--- src/rtl/vga_pattern_sequencer_pkg.sv ---
// Shared types and constants for the VGA pattern sequencer: the SHOW/BLANK
// state encoding, the scroll and pattern index widths, the LFSR constants
// used by the random ordering mode, and small helpers for the next index.
package vga_seq_pkg;

    typedef enum logic {
        SHOW  = 1'b0,
        BLANK = 1'b1
    } seq_state_t;

    localparam int SCROLL_W  = 10;
    localparam int PATTERN_W = 3;

    // 8-bit Fibonacci LFSR, taps 8,6,5,4 (bit positions 7,5,4,3).
    localparam int                    LFSR_WIDTH = 8;
    localparam logic [LFSR_WIDTH-1:0] LFSR_TAPS  = 8'hB8;
    localparam logic [LFSR_WIDTH-1:0] LFSR_SEED  = 8'h01;

    // Sequential pattern order, wrapping from num-1 back to 0.
    function automatic logic [PATTERN_W-1:0] next_pattern(
        input logic [PATTERN_W-1:0] cur,
        input int unsigned          num
    );
        if (cur == PATTERN_W'(num - 1)) begin
            return '0;
        end
        return cur + PATTERN_W'(1);
    endfunction

    // Feedback bit is the XOR of the tapped positions.
    function automatic logic lfsr_feedback(input logic [LFSR_WIDTH-1:0] value);
        return ^(value & LFSR_TAPS);
    endfunction

endpackage

--- src/rtl/vga_pattern_sequencer_edge_rise_detect.sv ---
// Registered rising-edge detector. The delayed copy resets to RESET_VAL so
// an input that is already high when reset releases does not look like a
// fresh edge (RESET_VAL = 1) unless the instance asks otherwise.
module edge_rise_detect
    import vga_seq_pkg::*;
#(
    parameter logic RESET_VAL = 1'b1
) (
    input  logic clk,
    input  logic rst_n,
    input  logic i_sig,
    output logic o_rise
);

    logic r_sig_q;

    // Keep a one-clock delayed copy of the input level.
    always_ff @(posedge clk) begin
        if (!rst_n) begin
            r_sig_q <= RESET_VAL;
        end else begin
            r_sig_q <= i_sig;
        end
    end

    assign o_rise = i_sig & ~r_sig_q;

endmodule

--- src/rtl/vga_pattern_sequencer.sv ---
// Frame-synchronous sequencer for the VGA test-pattern datapath. Chooses the
// active pattern, advances the horizontal scroll once per frame and inserts
// blank frames around every pattern change. All state moves only on a frame
// tick (rising vsync), so the pixel logic never sees a mid-frame change.
// Build option: define SEQ_RANDOM_EN to pick the next pattern from an 8-bit
// LFSR instead of the plain increment order.
module vga_pattern_sequencer
    import vga_seq_pkg::*;
#(
    parameter int NUM_PATTERNS = 4,
    parameter int DWELL_FRAMES = 240,
    parameter int BLANK_FRAMES = 4
) (
    input  logic                 clk,
    input  logic                 rst_n,
    input  logic                 vsync,
    input  logic                 auto_en,
    input  logic                 next_req,
    input  logic                 pause,
    input  logic [1:0]           speed,
    output logic [PATTERN_W-1:0] pattern_sel,
    output logic [SCROLL_W-1:0]  scroll,
    output logic                 blank,
    output logic                 frame_tick
);

    localparam int DWELL_W = $clog2(DWELL_FRAMES) + 1;
    localparam int BLANK_W = $clog2(BLANK_FRAMES) + 1;

    localparam logic [DWELL_W-1:0] DWELL_LAST = DWELL_W'(DWELL_FRAMES - 1);
    localparam logic [BLANK_W-1:0] BLANK_LAST = BLANK_W'(BLANK_FRAMES - 1);

    logic w_ftick;
    logic w_next_rise;

    seq_state_t r_state;
    seq_state_t w_state_nxt;

    logic [DWELL_W-1:0]   r_dwell_cnt;
    logic [DWELL_W-1:0]   w_dwell_nxt;
    logic [BLANK_W-1:0]   r_blank_cnt;
    logic [BLANK_W-1:0]   w_blank_nxt;
    logic                 r_pending;
    logic                 w_pending_nxt;
    logic                 w_consume;
    logic [PATTERN_W-1:0] r_pattern_sel;
    logic [PATTERN_W-1:0] w_pattern_nxt;
    logic [SCROLL_W-1:0]  r_scroll;
    logic [SCROLL_W-1:0]  w_scroll_nxt;
    logic [PATTERN_W-1:0] w_upcoming_pattern;

    // vsync and next_req both reset their delayed copy high, so a level that
    // is already high out of reset is not mistaken for a new edge.
    edge_rise_detect #(
        .RESET_VAL (1'b1)
    ) u_vsync_edge (
        .clk    (clk),
        .rst_n  (rst_n),
        .i_sig  (vsync),
        .o_rise (w_ftick)
    );

    edge_rise_detect #(
        .RESET_VAL (1'b1)
    ) u_next_edge (
        .clk    (clk),
        .rst_n  (rst_n),
        .i_sig  (next_req),
        .o_rise (w_next_rise)
    );

`ifdef SEQ_RANDOM_EN
    logic [LFSR_WIDTH-1:0] r_lfsr;
    logic [PATTERN_W-1:0]  w_rand_idx;

    // Step the pseudo-random sequence once per frame.
    always_ff @(posedge clk) begin
        if (!rst_n) begin
            r_lfsr <= LFSR_SEED;
        end else if (w_ftick) begin
            r_lfsr <= {r_lfsr[LFSR_WIDTH-2:0], lfsr_feedback(r_lfsr)};
        end
    end

    // Random index, nudged forward when it would repeat the current pattern.
    always_comb begin
        w_rand_idx         = PATTERN_W'(r_lfsr % LFSR_WIDTH'(NUM_PATTERNS));
        w_upcoming_pattern = w_rand_idx;
        if (w_rand_idx == r_pattern_sel) begin
            w_upcoming_pattern = next_pattern(r_pattern_sel, NUM_PATTERNS);
        end
    end
`else
    // Plain round-robin order.
    always_comb begin
        w_upcoming_pattern = next_pattern(r_pattern_sel, NUM_PATTERNS);
    end
`endif

    // State register for the SHOW/BLANK sequencer.
    always_ff @(posedge clk) begin
        if (!rst_n) begin
            r_state <= SHOW;
        end else begin
            r_state <= w_state_nxt;
        end
    end

    // Frame-tick decisions: start a blank period, scroll, or finish blanking.
    always_comb begin
        w_state_nxt   = r_state;
        w_dwell_nxt   = r_dwell_cnt;
        w_blank_nxt   = r_blank_cnt;
        w_pattern_nxt = r_pattern_sel;
        w_scroll_nxt  = r_scroll;
        w_consume     = 1'b0;

        if (w_ftick) begin
            case (r_state)
                SHOW: begin
                    if (r_pending || (auto_en && !pause && (r_dwell_cnt == DWELL_LAST))) begin
                        w_state_nxt = BLANK;
                        w_dwell_nxt = '0;
                        w_blank_nxt = '0;
                        w_consume   = 1'b1;
                    end else if (!pause) begin
                        w_scroll_nxt = r_scroll + (SCROLL_W'(1) << speed);
                        w_dwell_nxt  = auto_en ? (r_dwell_cnt + DWELL_W'(1)) : '0;
                    end
                end
                BLANK: begin
                    if (r_blank_cnt == BLANK_LAST) begin
                        w_state_nxt   = SHOW;
                        w_pattern_nxt = w_upcoming_pattern;
                        w_scroll_nxt  = '0;
                        w_blank_nxt   = '0;
                    end else begin
                        w_blank_nxt = r_blank_cnt + BLANK_W'(1);
                    end
                end
                default: begin
                    w_state_nxt = SHOW;
                end
            endcase
        end

        // An edge arriving in the same clock as a consume becomes a new request.
        w_pending_nxt = (r_pending & ~w_consume) | w_next_rise;
    end

    // Counters, pattern index, scroll offset and the sticky request flag.
    always_ff @(posedge clk) begin
        if (!rst_n) begin
            r_dwell_cnt   <= '0;
            r_blank_cnt   <= '0;
            r_pending     <= 1'b0;
            r_pattern_sel <= '0;
            r_scroll      <= '0;
        end else begin
            r_dwell_cnt   <= w_dwell_nxt;
            r_blank_cnt   <= w_blank_nxt;
            r_pending     <= w_pending_nxt;
            r_pattern_sel <= w_pattern_nxt;
            r_scroll      <= w_scroll_nxt;
        end
    end

    assign pattern_sel = r_pattern_sel;
    assign scroll      = r_scroll;
    assign blank       = (r_state == BLANK);
    assign frame_tick  = w_ftick;

endmodule
--- config.mk ---
export PLATFORM = sky130hd
export DESIGN_NAME = vga_pattern_sequencer
export DESIGN_NICKNAME = d
export VERILOG_FILES = /design/src/rtl/vga_pattern_sequencer_pkg.sv /design/src/rtl/vga_pattern_sequencer_edge_rise_detect.sv /design/src/rtl/vga_pattern_sequencer.sv
export SDC_FILE = /design/constraint.sdc
export NUM_CORES = 1
export LEC_CHECK = 0
export BUFFER_PORTS_ARGS = -buffer_cell sky130_fd_sc_hd__buf_2
export CORE_MARGIN = 4
export CORE_UTILIZATION = 61
export CTS_BUF_LIST = sky130_fd_sc_hd__clkbuf_4 sky130_fd_sc_hd__clkbuf_8 sky130_fd_sc_hd__clkbuf_16
export CTS_CLUSTER_SIZE = 10
export DETAILED_ROUTE_END_ITERATION = 12
export PLACE_DENSITY = 0.89
export SLEW_MARGIN = 20
export SYNTH_ARGS = -nofsm -noshare
export SYNTH_HDL_FRONTEND = slang
export SYNTH_SLANG_ARGS = --single-unit
export TNS_END_PERCENT = 30
--- constraint.sdc ---
create_clock -name clk -period 6.5 [get_ports clk]
set_clock_uncertainty 0.1 [all_clocks]
set_input_delay 0.325 -clock clk [delete_from_list [all_inputs] [get_ports clk]]
set_output_delay 0.325 -clock clk [all_outputs]
set_load 0.005 [all_outputs]
After elaboration in Yosys (flattened, before gate mapping)
Index checks and enable logic that the tools add are counted.
- register bits: 29
- input port bits: 8
- output and inout bits: 15
- logic and storage cells: 55
- add/sub/neg operators: 4
- equality and inequality tests: 8
- shifts and indexed selects: 1
- multiplexer cells: 18
- bitwise gates (word level): 8
- reduce and logical (&&, ||, !) cells: 8
- operator list (cell ; number):
    10-bit two-way mux ; 3
    9-bit two-way mux ; 3
    10-bit one-hot mux with 2 select lines ; 1
    3-bit two-way mux ; 4
    10-bit adder ; 1
    1-bit by 2-bit left shift with 10-bit output, first input constant ; 1
    9-bit by 1-bit adder with 9-bit output, second input constant ; 1
    9-bit by 8-bit == test with 1-bit output, second input constant ; 1
    3-bit by 1-bit adder with 3-bit output, second input constant ; 2
    3-bit by 2-bit == test with 1-bit output, second input constant ; 2
    2-bit inequality test, second input constant ; 3
    3-bit one-hot mux with 2 select lines ; 1
    3-bit AND reduction ; 2
    1-bit two-way mux ; 5
    2-bit by 1-bit inequality test with 1-bit output, second input constant ; 2
    1-bit NOT ; 4
    4-bit AND reduction ; 1
    1-bit bitwise AND ; 3
    1-bit logical AND ; 2
    1-bit one-hot mux with 2 select lines ; 1
    2-bit AND reduction ; 1
    1-bit logical NOT ; 1
    1-bit logical OR ; 1
    1-bit bitwise OR ; 1

Depth between registers and ports, before layout
- depth after elaboration: 10
- gate-level depth with buffers: 9
- gate-level depth less buffers: 9

By module
From an unflattened synthesis, not the netlist that was laid out.
- cell total of the unflattened synthesis: 196
- area, all modules: 1610.3 µm²
- by module, submodules not included (module ; instances ; cells an instance ; area each (µm²)):
    vga_pattern_sequencer ; 1 ; 190 ; 1530.2
    edge_rise_detect ; 2 ; 3 ; 40.0

Worst setup path before layout
OpenSTA, ideal clock, no wires.
- path type: input-to-reg
- start: in speed[0]
- end: reg r_scroll[8], in the netlist scroll[8]
- library setup time: 87 ps
- arrival time: 1997 ps
- required time: 6313 ps
- setup slack: 4316 ps
- cell stages on the path: 8
- cell sequence: nor2_1 ha_1 inv_1 fa_1 nand2b_1 a21o_1 or4_1 o31ai_1
- word-level cells in the longest chain between the ends: 5
- ends and longest elaborated chain (element ; RTL line ; source):
    start: declaration ; vga_pattern_sequencer.sv:20 ; input logic [1:0] speed,
    1-bit by 2-bit left shift with 10-bit output ; vga_pattern_sequencer.sv:127 ; w_scroll_nxt = r_scroll + (SCROLL_W'(1) << speed);
    10-bit adder ; vga_pattern_sequencer.sv:127 ;
    10-bit two-way mux ; vga_pattern_sequencer.sv:126 ; end else if (!pause) begin
    10-bit two-way mux ; vga_pattern_sequencer.sv:121 ; if (r_pending || (auto_en && !pause && (r_dwell_cnt == DWELL_LAST))) begin
    10-bit one-hot mux with 2 select lines ; vga_pattern_sequencer.sv:119 ; case (r_state)
    end signal: assignment ; vga_pattern_sequencer.sv:164 ; r_scroll <= w_scroll_nxt;
    end: declaration ; vga_pattern_sequencer.sv:48 ; logic [SCROLL_W-1:0] r_scroll;
Every way passes these cells. The select of a mux whose other input is x is not followed.
A chain may end at the register's enable or synchronous reset.

Final worst setup path
- start: reg r_scroll[0], in the netlist scroll[0]
- end: reg r_scroll[8], in the netlist scroll[8]
- word-level cells in the longest chain between the ends: 4
- ends and longest elaborated chain (element ; RTL line):
    10-bit adder ; vga_pattern_sequencer.sv:127
    10-bit two-way mux ; vga_pattern_sequencer.sv:126
    10-bit two-way mux ; vga_pattern_sequencer.sv:121
    10-bit one-hot mux with 2 select lines ; vga_pattern_sequencer.sv:119
Every way passes these cells. The select of a mux whose other input is x is not followed.

==> impl_metrics.env <==
export IMPL_status="complete, no violations"
export IMPL_syn_area_mm2=0.00166
export IMPL_synthToLayoutAreaGrowth_pct=10.6
export IMPL_grt_pass1_vias=1375
export IMPL_ctsResizeCount=0
export IMPL_crit_path_end_kind="flip-flop"
export IMPL_cts_root_buf="clkbuf_4"
export IMPL_dr_wl_met3_um=207
export IMPL_slew_headroom_pct=66.9
export IMPL_io_pins=23
export IMPL_critPathTopFamily="simple AND/OR/NAND/NOR gates"
export IMPL_die_area_mm2=0.00361
export IMPL_met2_length_mm=1.77
export IMPL_path_clk_slew_ps=80
export IMPL_rsz0062_at_grt="no"
export IMPL_postCtsSetupBuffers=0
export IMPL_hold_viol_final=0
export IMPL_port_buffers=22
export IMPL_stdcell_count=249
export IMPL_crit_path_cell_trace="ha_1 -> inv_1 -> fa_1 -> nand2b_1 -> a21o_1 -> or4_1 -> o31ai_1"
export IMPL_start_kind="flip-flop"
export IMPL_synth_cells=195
export IMPL_fin_crit_sh_pct=36.7
export IMPL_fin_tns_setup_ps=0
export IMPL_core_area_mm2=0.00252
export IMPL_cts_hold_buf=0
export IMPL_wl_per_cell_um=14.3
export IMPL_drc=0
export IMPL_antenna_found_initial=0
export IMPL_grt_use_total_pct=22.4
export IMPL_critPathSlowestCell="or4_1"
export IMPL_final_antenna_net_count=0
export IMPL_viasPerCell=6.09
export IMPL_drt_iter0_markers=41
export IMPL_dr_pass1_iters=4
export IMPL_synth_top_cell_area_share_pct=35.0
export IMPL_via_count=1517
export IMPL_max_vdd_ir_drop_mv=0.154
export IMPL_tritoncts="yes"
export IMPL_arrival_ps=2510
export IMPL_drt_met1_wl_mm=1.56
export IMPL_gp_congestion=0.875
export IMPL_clock_path_buffers=2
export IMPL_required_ps=6620
export IMPL_cts_max_level=2
export IMPL_ys_warn_count=0
export IMPL_layout_nets=236
export IMPL_synth_seq_area_share_pct=35.0
export IMPL_cts_buffers=5
export IMPL_avgSynthCellArea_um2=8.50
export IMPL_grt_max_degree=25
export IMPL_fmax_mhz=419
export IMPL_synth_seq_cells=29
export IMPL_power_density_mw_per_mm2=165
export IMPL_timing_max_cap_violations=0
export IMPL_setup_viol=0
export IMPL_report_final_slew_viol_count=0
export IMPL_criticalPathCategory="reg2reg"
export IMPL_ys_top_cells_by_area="dfxtp_1 (35%), ha_1 (5.3%), nand2_1 (4.1%)"
export IMPL_synthesis_nets=211
export IMPL_max_stage_delay_ps=510
export IMPL_routed_top_layer="met4"
export IMPL_fp_dieW_um=60.1
export IMPL_grt_pass1_wl_mm=6.02
export IMPL_routed_wl_mm=3.57
export IMPL_place_inst=243
export IMPL_die_y_um=60.1
export IMPL_crit_buf_inv=1
export IMPL_ys_types=45
export IMPL_clock_sinks=29
export IMPL_cellLeakagePower_nw=0.725
export IMPL_drive_gt1_share_pct=16.9
export IMPL_clock_latency_ps=330
export IMPL_fin_crit_ps=2390
export IMPL_worstPathMaxFanout=3
export IMPL_placementRows=18
export IMPL_dpl_hpwl_mm=2.68
export IMPL_hold_class="in2reg"
export IMPL_worst_slew_pin_slew_ps=496
export IMPL_antenna_cells=0
export IMPL_initial_core_util_pct=65.7
export IMPL_gr_total_overflow=0
export IMPL_synth_top_area_cell="dfxtp_1"
-- cell usage in the layout (no fill, tap or decap), drive strengths merged, types with 2 or more instances in the layout --
cell and n:
a211o 3, a211oi 3, a21boi 7, a21o 2
a21oi 10, and2 4, and3 2, and4b 2
buf 22, clkbuf 5, dfxtp 29, ha 7
inv 6, mux2i 3, nand2 18, nand2b 8
nand3 11, nand3b 4, nand4b 2, nor2 12
nor2b 10, nor3 6, nor3b 2, nor4 2
o21a 7, o21ai 12, o31ai 3, or2 3
or3 3, xor2 2
-- synthesized netlist by cell type (all sizes together) --
library cell,number
nand2b,8
o31ai,3
a211oi,3
nand3b,4
dfxtp,29
nand4b,2
o21ai,12
nor3b,2
a2bb2oi,1
a21o,2
clkbuf,4
nor2b,10
nand2,18
inv,6
o21a,7
a211o,3
nor3,6
xor2,2
or3,3
a22oi,1
a31oi,1
mux2i,3
ha,7
nor2,12
and3,2
nor4,2
and2,4
and4b,2
or2,3
fa,1
a21oi,10
a21boi,7
or4,1
a41oi,1
xnor2,1
nand3,11
o41ai,1
-- routing by layer --
layer / GRT usage, % / vias up
met1: 26.1 / 710
met3: 7.78 / 4
met4: 7.59 / 0
li1: - / 752
met5: 0 / -
met2: 38.0 / 51
-- final cells by class --
class | count | area [µm²]
Clock buffer | 5 | 37.5
Sequential cell | 29 | 581
Clock inverter | 1 | 5.00
Fill cell | 211 | 691
Tap cell | 30 | 37.5
Inverter | 6 | 22.5
Timing Repair Buffer | 22 | 110
Multi-Input combinational cell | 156 | 1040
-- power by group --
part	internal [mW]	leakage, nW	total (mW)	switching [mW]
clock	0.0373	0.0269	0.0945	0.0572
combinational	0.0109	0.464	0.0266	0.0157
sequential	0.179	0.234	0.180	0.00129
total	0.227	0.725	0.301	0.0741
-- registers in the layout, summed over array words and instances (netlist names) --
name                  cells
r_blank_cnt               3
r_dwell_cnt               9
r_pending                 1
pattern_sel               3
u_next_edge.r_sig_q       1
blank                     1
u_vsync_edge.r_sig_q      1
scroll                   10
-- cell families (layout without fill, tap and decap cells) --
| logic type | Yosys count | count (layout) | synth area share (%) |
|---|---|---|---|
| xor+xnor | 3 | 3 | 1.59 |
| fa+ha+maj | 8 | 8 | 6.50 |
| buf+inv | 10 | 34 | 2.27 |
| simple gates | 90 | 90 | 30.4 |
| mux | 3 | 3 | 1.81 |
| compound gates | 52 | 52 | 22.4 |
| flops | 29 | 29 | 35.0 |
-- worst register-to-register path: cells and delay by family (launching register included) --
family | cells | cell delay [ps]
buffers and inverters | 1 | 70
AOI/OAI and AO/OA | 2 | 450
adders and majority gates | 2 | 620
DFF | 1 | 370
and+or+nand+nor | 2 | 690
-- worst paths after layout --
path,from,slack [ps],cells past startpoint,end
worst min-delay path,next_req,100,2,u_next_edge.r_sig_q$_SDFF_PN1_
worst max-delay path,scroll[0]$_SDFFE_PN0P_,4110,7,scroll[8]$_SDFFE_PN0P_
worst max register to register,scroll[0]$_SDFFE_PN0P_,4110,7,scroll[8]$_SDFFE_PN0P_
worst min register to register,pattern_sel[2]$_SDFFE_PN0P_,360,2,pattern_sel[2]$_SDFFE_PN0P_
-- metrics by stage --
| stage | worst slack, ps | area, µm² | power, mW | hold slack [ps] | utilization (%) |
|---|---|---|---|---|---|
| 3_3_place_gp | 4150 | 1790 | 0.210 | 329 | 70.9 |
| 5_1_grt | 4010 | 1830 | 0.317 | 111 | 72.6 |
| 3_5_place_dp | 3940 | 1790 | 0.211 | 334 | 70.9 |
| 4_1_cts | 4120 | 1830 | 0.304 | 87.9 | 72.6 |
| 2_1_floorplan | 4320 | 1660 | 0.202 | 298 | - |
| 6_report | 4110 | 1830 | 0.301 | 95.1 | 72.6 |
(Power assumes the default switching activity.)
